[src/rtl/parity_tally_pkg.sv]
// parity_tally_pkg: shared types and constants for the parity_tally frame tally stage.
package parity_tally_pkg;

    // Default number of samples per frame
    localparam int FRAME_LEN_DEF = 16;

    // Width of one sample nibble
    localparam int NIB_W = 4;

    // Frame FSM: collect samples, then present the result until it is taken
    typedef enum logic {
        ACCUM  = 1'b0,
        REPORT = 1'b1
    } state_e;

endpackage : parity_tally_pkg

[src/rtl/run_tracker.sv]
// run_tracker: tracks the current run of same-parity samples and the longest
// run seen so far within one frame. The run restarts at 1 on the first sample
// of a frame or when parity flips; idle cycles leave it untouched.
module run_tracker #(
    parameter int CNT_W = 5
) (
    input  logic             clk,
    input  logic             rst,
    input  logic             accept_i,
    input  logic             parity_i,
    input  logic             frame_start_i,
    input  logic             clear_i,
    output logic [CNT_W-1:0] run_o,
    output logic [CNT_W-1:0] max_run_o
);

    logic [CNT_W-1:0] run_q, run_d;
    logic [CNT_W-1:0] max_q, max_d;
    logic             parity_q, parity_d;

    // Next run / max-run values from the accept strobe and the previous parity
    always_comb begin
        // NOTE: every signal assigned here gets a default first so no latch is inferred.
        run_d    = run_q;
        max_d    = max_q;
        parity_d = parity_q;
        if (clear_i) begin
            run_d    = '0;
            max_d    = '0;
            parity_d = 1'b0;
        end else if (accept_i) begin
            if (frame_start_i || (parity_i != parity_q)) begin
                run_d = CNT_W'(1);
            end else begin
                run_d = run_q + CNT_W'(1);
            end
            max_d    = (run_d > max_q) ? run_d : max_q;
            parity_d = parity_i;
        end
    end

    // Run state registers, cleared asynchronously on reset
    always_ff @(posedge clk or posedge rst) begin
        if (rst) begin
            run_q    <= '0;
            max_q    <= '0;
            parity_q <= 1'b0;
        end else begin
            // NOTE: non-blocking assignments so all flops update together at the edge.
            run_q    <= run_d;
            max_q    <= max_d;
            parity_q <= parity_d;
        end
    end

    assign run_o     = run_q;
    assign max_run_o = max_q;

endmodule : run_tracker

[src/rtl/parity_tally.sv]
// parity_tally: counts even/odd nibble samples over a fixed-length frame,
// tracks the longest same-parity run and checks classifier flag consistency,
// then holds the result on a valid/ready handshake until it is taken.
// Optional feature macro: PARITY_TALLY_SUM_EN adds per-parity sample sums.
module parity_tally
    import parity_tally_pkg::*;
#(
    parameter  int FRAME_LEN = FRAME_LEN_DEF,
    localparam int CNT_W     = $clog2(FRAME_LEN + 1),
    localparam int SUM_W     = $clog2(15 * FRAME_LEN + 1)
) (
    input  logic             clk,
    input  logic             rst,
    input  logic             in_valid,
    output logic             in_ready,
    input  logic [NIB_W-1:0] a,
    input  logic             even,
    input  logic             odd,
    output logic             out_valid,
    input  logic             out_ready,
    output logic [CNT_W-1:0] even_cnt,
    output logic [CNT_W-1:0] odd_cnt,
    output logic [CNT_W-1:0] max_run,
    output logic             flag_err
`ifdef PARITY_TALLY_SUM_EN
    ,
    output logic [SUM_W-1:0] even_sum,
    output logic [SUM_W-1:0] odd_sum
`endif
);

    state_e           state_q;
    logic [CNT_W-1:0] index_q, index_d;
    logic [CNT_W-1:0] even_cnt_q, even_cnt_d;
    logic [CNT_W-1:0] odd_cnt_q, odd_cnt_d;
    logic             flag_err_q, flag_err_d;

    logic accept;
    logic last_sample;
    logic frame_start;
    logic result_taken;
    logic sample_err;

    // Handshake decode uses registered state only; reset forces ready low
    assign in_ready     = (state_q == ACCUM) && !rst;
    assign out_valid    = (state_q == REPORT);
    assign accept       = in_valid && in_ready;
    assign result_taken = (state_q == REPORT) && out_ready;
    assign last_sample  = (index_q == CNT_W'(FRAME_LEN - 1));
    assign frame_start  = (index_q == '0);
    // Flags must be mutually exclusive and agree with the sample LSB
    assign sample_err   = (even == odd) || (even != ~a[0]);

    // Frame FSM: leave ACCUM on the last accept, leave REPORT when the result is taken
    always_ff @(posedge clk or posedge rst) begin
        if (rst) begin
            state_q <= ACCUM;
        end else begin
            case (state_q)
                ACCUM:   if (accept && last_sample) state_q <= REPORT;
                REPORT:  if (out_ready)             state_q <= ACCUM;
                default:                            state_q <= ACCUM;
            endcase
        end
    end

    // Next-state counts, index and sticky flag error
    always_comb begin
        even_cnt_d = even_cnt_q;
        odd_cnt_d  = odd_cnt_q;
        index_d    = index_q;
        flag_err_d = flag_err_q;
        if (result_taken) begin
            even_cnt_d = '0;
            odd_cnt_d  = '0;
            index_d    = '0;
            flag_err_d = 1'b0;
        end else if (accept) begin
            if (even) begin
                even_cnt_d = even_cnt_q + CNT_W'(1);
            end else begin
                odd_cnt_d = odd_cnt_q + CNT_W'(1);
            end
            index_d    = index_q + CNT_W'(1);
            flag_err_d = flag_err_q || sample_err;
        end
    end

    // Count, index and flag registers
    always_ff @(posedge clk or posedge rst) begin
        if (rst) begin
            even_cnt_q <= '0;
            odd_cnt_q  <= '0;
            index_q    <= '0;
            flag_err_q <= 1'b0;
        end else begin
            even_cnt_q <= even_cnt_d;
            odd_cnt_q  <= odd_cnt_d;
            index_q    <= index_d;
            flag_err_q <= flag_err_d;
        end
    end

    run_tracker #(
        .CNT_W (CNT_W)
    ) u_run_tracker (
        .clk           (clk),
        .rst           (rst),
        .accept_i      (accept),
        .parity_i      (even),
        .frame_start_i (frame_start),
        .clear_i       (result_taken),
        .run_o         (),
        .max_run_o     (max_run)
    );

    assign even_cnt = even_cnt_q;
    assign odd_cnt  = odd_cnt_q;
    assign flag_err = flag_err_q;

`ifdef PARITY_TALLY_SUM_EN
    logic [SUM_W-1:0] even_sum_q, even_sum_d;
    logic [SUM_W-1:0] odd_sum_q, odd_sum_d;

    // Per-parity sums of accepted samples, cleared like the counts
    always_comb begin
        even_sum_d = even_sum_q;
        odd_sum_d  = odd_sum_q;
        if (result_taken) begin
            even_sum_d = '0;
            odd_sum_d  = '0;
        end else if (accept) begin
            if (even) begin
                even_sum_d = even_sum_q + SUM_W'(a);
            end else begin
                odd_sum_d = odd_sum_q + SUM_W'(a);
            end
        end
    end

    // Sum registers
    always_ff @(posedge clk or posedge rst) begin
        if (rst) begin
            even_sum_q <= '0;
            odd_sum_q  <= '0;
        end else begin
            even_sum_q <= even_sum_d;
            odd_sum_q  <= odd_sum_d;
        end
    end

    assign even_sum = even_sum_q;
    assign odd_sum  = odd_sum_q;
`endif

endmodule : parity_tally

[config.mk]
export PLATFORM = sky130hd
export DESIGN_NAME = parity_tally
export DESIGN_NICKNAME = d
export VERILOG_FILES = /design/src/rtl/parity_tally_pkg.sv /design/src/rtl/run_tracker.sv /design/src/rtl/parity_tally.sv
export SDC_FILE = /design/constraint.sdc
export NUM_CORES = 1
export LEC_CHECK = 0
export CORE_ASPECT_RATIO = 1.2
export CORE_MARGIN = 2
export CORE_UTILIZATION = 48
export CTS_CLUSTER_SIZE = 12
export DETAILED_ROUTE_END_ITERATION = 16
export PLACE_DENSITY = 0.81
export SYNTH_ARGS = -nofsm -noshare
export SYNTH_HDL_FRONTEND = slang
export SYNTH_SLANG_ARGS = --single-unit
[constraint.sdc]
create_clock -name clk -period 3.1 [get_ports clk]
set_input_delay 0.93 -clock clk [delete_from_list [all_inputs] [get_ports clk]]
set_output_delay 0.93 -clock clk [all_outputs]
set_load 0.02 [all_outputs]
# --- Yosys cells after proc, flatten, opt, wreduce, memory -nomap -nowiden ---
# Cells that the tools add are included.
# Widths: inputs -> output; s select.
word_totals:
  out_inout_bits: 18
  input_bits: 10
  regBits: 28
  word_cells: 58
op_classes:
  eq_ne: 5
  bitwise: 2
  add_sub_neg: 4
  order_cmp: 1
  reduce_logical: 15
  n_mux: 23
ops:
  columns: ["cell", "n"]
  rows:
  - ["$mux 5", 16]
  - ["$add 5x1->5 const B", 4]
  - ["$mux 1", 6]
  - ["$reduce_and 2->1", 3]
  - ["$reduce_bool 2->1", 3]
  - ["$eq 5x4->1 const B", 1]
  - ["$gt 5x5->1", 1]
  - ["$logic_not 5->1", 1]
  - ["$logic_and 1x1->1", 4]
  - ["$logic_or 1x1->1", 3]
  - ["$ne 1x1->1", 2]
  - ["$ne 2x1->1 const B", 1]
  - ["$not 1->1", 2]
  - ["$pmux 1 s2", 1]
  - ["$eq 1x1->1", 1]
  - ["$logic_not 1->1", 1]

# --- Longest topological paths before layout ---
# Gate-level depths: netlist of run 1.
logic_depth:
  ltp_word: 9
  ltp_mapped: 11

# --- Cells and area by module ---
# From an unflattened synthesis of run 1, not the netlist that was laid out.
unflattened:
  cells_unflattened: 160
  hier_area_um2: 1579.0
modules_own_cells:
  columns: ["mod", "seq_area_each_um2", "cells_each", "area_each_um2", "instances"]
  rows:
  - ["parity_tally", 425.4, 86, 857.1, 1]
  - ["run_tracker", 275.3, 74, 721.9, 1]

# --- Worst setup path before layout of run 1 ---
# OpenSTA, ideal clock, no wires.
synth_path:
  path_kind: "input port to flip-flop"
  start: "input even"
  end: "register u_run_tracker.max_q[2], in the netlist u_run_tracker.max_run_o[2]"
  stages: 9
  arrival_ns: 2.470
  slack_ns: 0.505
  n_path_buf: 0
  setup_time_ns: 0.125
  path_cell_list: "xor2_1 nor2_2 nand2_1 inv_1 ha_1 nand4_2 o221ai_2 o211ai_4 mux2_4"
synth_via:
  elab_chain_len: 8
  elab_cells_between_ends: 11
  cone_classes: "order compare: 1; eq/ne: 1; mux: 6; reduce/logical: 3"
synth_lines:
  columns: ["item", "line", "source"]
  rows:
  - ["start, declared", "parity_tally.sv:17", "input logic even,"]
  - ["$ne 1x1->1 *", "run_tracker.sv:32", "if (frame_start_i || (parity_i != parity_q)) begin"]
  - ["$logic_or 1x1->1 *", "run_tracker.sv:32", null]
  - ["$mux 5 *", "run_tracker.sv:32", null]
  - ["$mux 5 *", "run_tracker.sv:31", "end else if (accept_i) begin"]
  - ["$mux 5 *", "run_tracker.sv:27", "if (clear_i) begin"]
  - ["$gt 5x5->1 or $mux 5 (tied branches)", "run_tracker.sv:37", "max_d = (run_d > max_q) ? run_d : max_q;"]
  - ["$reduce_bool 2->1 (no line) or $mux 5 (tied branches)", null, null]
  - ["$reduce_and 2->1 (no line) or $mux 5 (tied branches)", null, null]
  - ["end signal, assigned", "run_tracker.sv:51", "max_q <= max_d;"]
  - ["end, declared", "run_tracker.sv:18", "logic [CNT_W-1:0] max_q, max_d;"]
# Every way passes the cells marked *; elsewhere a longest branch is shown, timed or not. The select of a mux whose other input is x is not followed.
# A chain may end at the register's enable or synchronous reset.

# --- Final worst setup path of run 1 ---
# Ends and elaborated chain as after synthesis.

==> summary.txt, run 1 <==
=================================================================================
Worst slew pin tran                                                      0.536 ns
Proportion of netlist area held by the largest area contributor             45.3%
Final core area utilization                                                 63.4%
Leakage power of the design                                              0.909 nW
Post-Syn Area                                                           1550 um^2
Final Cycle Share                                                           90.2%
Final setup TNS                                                              0 ns
Layout Nets                                                                   215
Number of buffers between clock root and the deepest sink                       2
I/O pin cnt                                                                    28
Max-cap viol count                                                              0
Final setup violation count                                                     0
RR Endpoint                                                          u_run_tracker.max_run_o[3]$_DFFE_PP0P_
Cell count after synthesis                                                    157
Crit Path Category                                                   input pin to register
Worst EP arrival                                                          3.01 ns
Pin count of the biggest net entering global routing                           16
Count of different cell masters after synthesis                                30
Hold crit path type                                                  register to register
CP max FO                                                                       4
Fmax                                                                    0.358 GHz
Register bit total from synthesis                                              28
Result of the run                                                       completed
Layout cells sized above 1                                                  11.9%
Core box area                                                           3060 um^2
Initial antenna violation count                                                 0
Vias/cell                                                                    5.31
Via total after detailed routing                                            1,217
Wirelength, routed                                                        3120 um
HPWL after detailed placement                                             2460 um
Routed len/inst                                                           13.6 um
Synthesized net count                                                         178
Diodes inserted                                                                 0
Termination of the worst setup path                                  u_run_tracker.max_run_o[2]$_DFFE_PP0P_
Peak VDD IR                                                            0.000723 V
Drt pass-1 iters                                                                4
Initial core utilization                                                    50.6%
Count of H-tree levels built during CTS                                         1
Final-report max-slew violation count                                           0
Number of cells on the worst reg-to-reg path                                   10
DIE WIDTH                                                                 55.8 um
Worst path required time                                                  3.32 ns
Total congestion overflow                                                       0
Type of origin of the critical path                                     input pin
Number of core rows                                                            22
Most frequent cells in the layout                                    sky130_fd_sc_hd__nand2_1, sky130_fd_sc_hd__dfrtp_1, sky130_fd_sc_hd__clkdlybuf4s50_1, sky130_fd_sc_hd__nor2_1, sky130_fd_sc_hd__inv_1
Area growth from synthesis to layout                                        25.2%
Antenna-violating nets left                                                     0
Setup repair after global routing missed its margin                            no
Mapped Avg Cell Area                                                    9.85 um^2
Leading cell types by total area after synthesis                     sky130_fd_sc_hd__dfrtp_1, sky130_fd_sc_hd__ha_1, sky130_fd_sc_hd__nand2_1
Source-to-sink clock delay at the later pin of the worst-skew pair        0.32 ns
Launch point of the worst reg-to-reg path                            index_q[0]$_DFFE_PP0P_
Synth warn                                                                      0
Port Buffers                                                                   24
Critical Path Source                                                         even
Sequential area share after synthesis                                       45.3%
Final design instance area without fill                                 1940 um^2
Global-route wire length before repair                                    5630 um
Number of global-route vias before repair                                   1,286
Hold_ws                                                                  0.519 ns
Worst-case register-to-register setup slack                               0.71 ns
Critical Path Sink Type                                                  register
Die ar.                                                                 3690 um^2
Largest area contributor in the netlist                              sky130_fd_sc_hd__dfrtp_1
Clock tree from TritonCTS                                                    done
Post-CTS Hold Buffers                                                           0
Placed Instance Area                                                    1900 um^2
Clock skew after layout                                                0.00455 ns
Y dimension of the die                                                    66.2 um
Power Density                                                         789 nW/um^2
Post-cts repair resize count                                                    0
Initial drt markers                                                            10
Placer congestion estimate                                                  0.831
Post-detailed-route DRC marker count                                            0
Worst slew margin relative to its limit                                     64.2%
Clock slew seen by the registers of the worst setup and hold paths        0.14 ns
Number of hold violations in the final report                                   0
Total routing resource utilization after global routing                     19.0%
Minimum clock period after layout                                         2.80 ns
Post-Place Worst Slack                                                 -0.0428 ns
Total CTS buffers                                                               3
Setup repair bufs after CTS                                                     0
Master cell of the clock root buffer                                 sky130_fd_sc_hd__clkbuf_4
Number of sinks on the clock net                                               28
Final WS setup                                                           0.305 ns
=================================================================================
## critical path: stages
cell and delay, ns:
sky130_fd_sc_hd__clkdlybuf4s50_1 0.50, sky130_fd_sc_hd__xor2_1 0.24, sky130_fd_sc_hd__nor2_2 0.09, sky130_fd_sc_hd__nand2_1 0.09
sky130_fd_sc_hd__inv_1 0.05, sky130_fd_sc_hd__ha_1 0.32, sky130_fd_sc_hd__nand4_2 0.13, sky130_fd_sc_hd__o221ai_2 0.22
sky130_fd_sc_hd__o211ai_4 0.12, sky130_fd_sc_hd__mux2_4 0.32
## cells in the mapped netlist, drive strengths merged
cell type  count
and4bb         1
xor2           9
nand4          6
and2           2
and3           1
clkbuf         1
buf            2
nand3          6
nor2          15
nand2         28
o31ai          1
nand3b         1
ha            11
nor3b          1
mux2           1
a21oi         10
a31oi          2
o221ai         1
nor3           1
o211ai         1
nor4b          2
dfrtp         28
o21ai          4
inv           13
xnor2          5
mux2i          4
## worst min-delay path by stage
stage	from	to	slack [ns]	cells after the start
3_5_place_dp	flag_err$_DFFE_PP0P_	flag_err$_DFFE_PP0P_	0.50	2
5_1_grt	u_run_tracker.parity_q$_DFFE_PP0P_	u_run_tracker.parity_q$_DFFE_PP0P_	0.59	2
2_1_floorplan	u_run_tracker.run_o[0]$_DFFE_PP0P_	u_run_tracker.run_o[0]$_DFFE_PP0P_	0.48	1
3_3_place_gp	flag_err$_DFFE_PP0P_	flag_err$_DFFE_PP0P_	0.48	2
6_report	flag_err$_DFFE_PP0P_	flag_err$_DFFE_PP0P_	0.52	2
4_1_cts	flag_err$_DFFE_PP0P_	flag_err$_DFFE_PP0P_	0.53	2
## cell families (layout without fill, tap and decap cells)
kind of cell / count (synthesis) / after routing / synth area share, %
flip-flops: 28 / 28 / 45.3
buffers and inverters: 16 / 52 / 4.21
adder cells (fa/ha/maj): 11 / 11 / 8.90
XOR/XNOR: 14 / 14 / 7.93
AND/OR/NAND/NOR: 64 / 64 / 21.9
AO/OA/AOI/OAI: 19 / 19 / 8.17
multiplexers: 5 / 5 / 3.56
## layout make-up
cell class | instances | area (um^2)
sequential | 28 | 701
multi-input combinational | 113 | 781
inverter | 13 | 48.8
tap | 36 | 45.0
timing repair buffer | 35 | 325
clock buffer | 4 | 36.3
fill | 265 | 1120
## layer usage
layer,vias to the layer above,wire length [um],GRT usage [%]
li1,603,-,-
met1,593,1380,23.2
met2,21,1650,36.2
met3,0,89,2.54
met4,0,0,3.57
met5,-,0,0
## sequential cells by signal, summed over array words and instances, names as in the netlist
signal                   flops
u_run_tracker.parity_q       1
index_q                      5
even_cnt                     5
u_run_tracker.run_o          5
out_valid                    1
odd_cnt                      5
flag_err                     1
u_run_tracker.max_run_o      5
## stage by stage
step           std cells  power [mW]
2_1_floorplan        157        1.06
3_5_place_dp         225        1.36
3_3_place_gp         225        1.32
6_report             229        1.53
5_1_grt              229        1.65
4_1_cts              229        1.54
## power breakdown
part           internal [mW]  switching, mW  leakage, nW
clock network         0.0717          0.103       0.0210
logic                  0.371          0.382        0.532
registers              0.478          0.122        0.356
total                  0.921          0.607        0.909
Power figures use the tool's default switching activity.
==> run 2, diff against run 1 <==
--- a/config.mk
+++ b/config.mk
@@ -8,7 +8,6 @@
 export CORE_ASPECT_RATIO = 1.2
 export CORE_MARGIN = 2
 export CORE_UTILIZATION = 48
-export CTS_CLUSTER_SIZE = 12
 export DETAILED_ROUTE_END_ITERATION = 16
 export PLACE_DENSITY = 0.81
 export SYNTH_ARGS = -nofsm -noshare
==> results of run 2 <==
The final DEF is identical to that of run 1; final timing and power are the same.
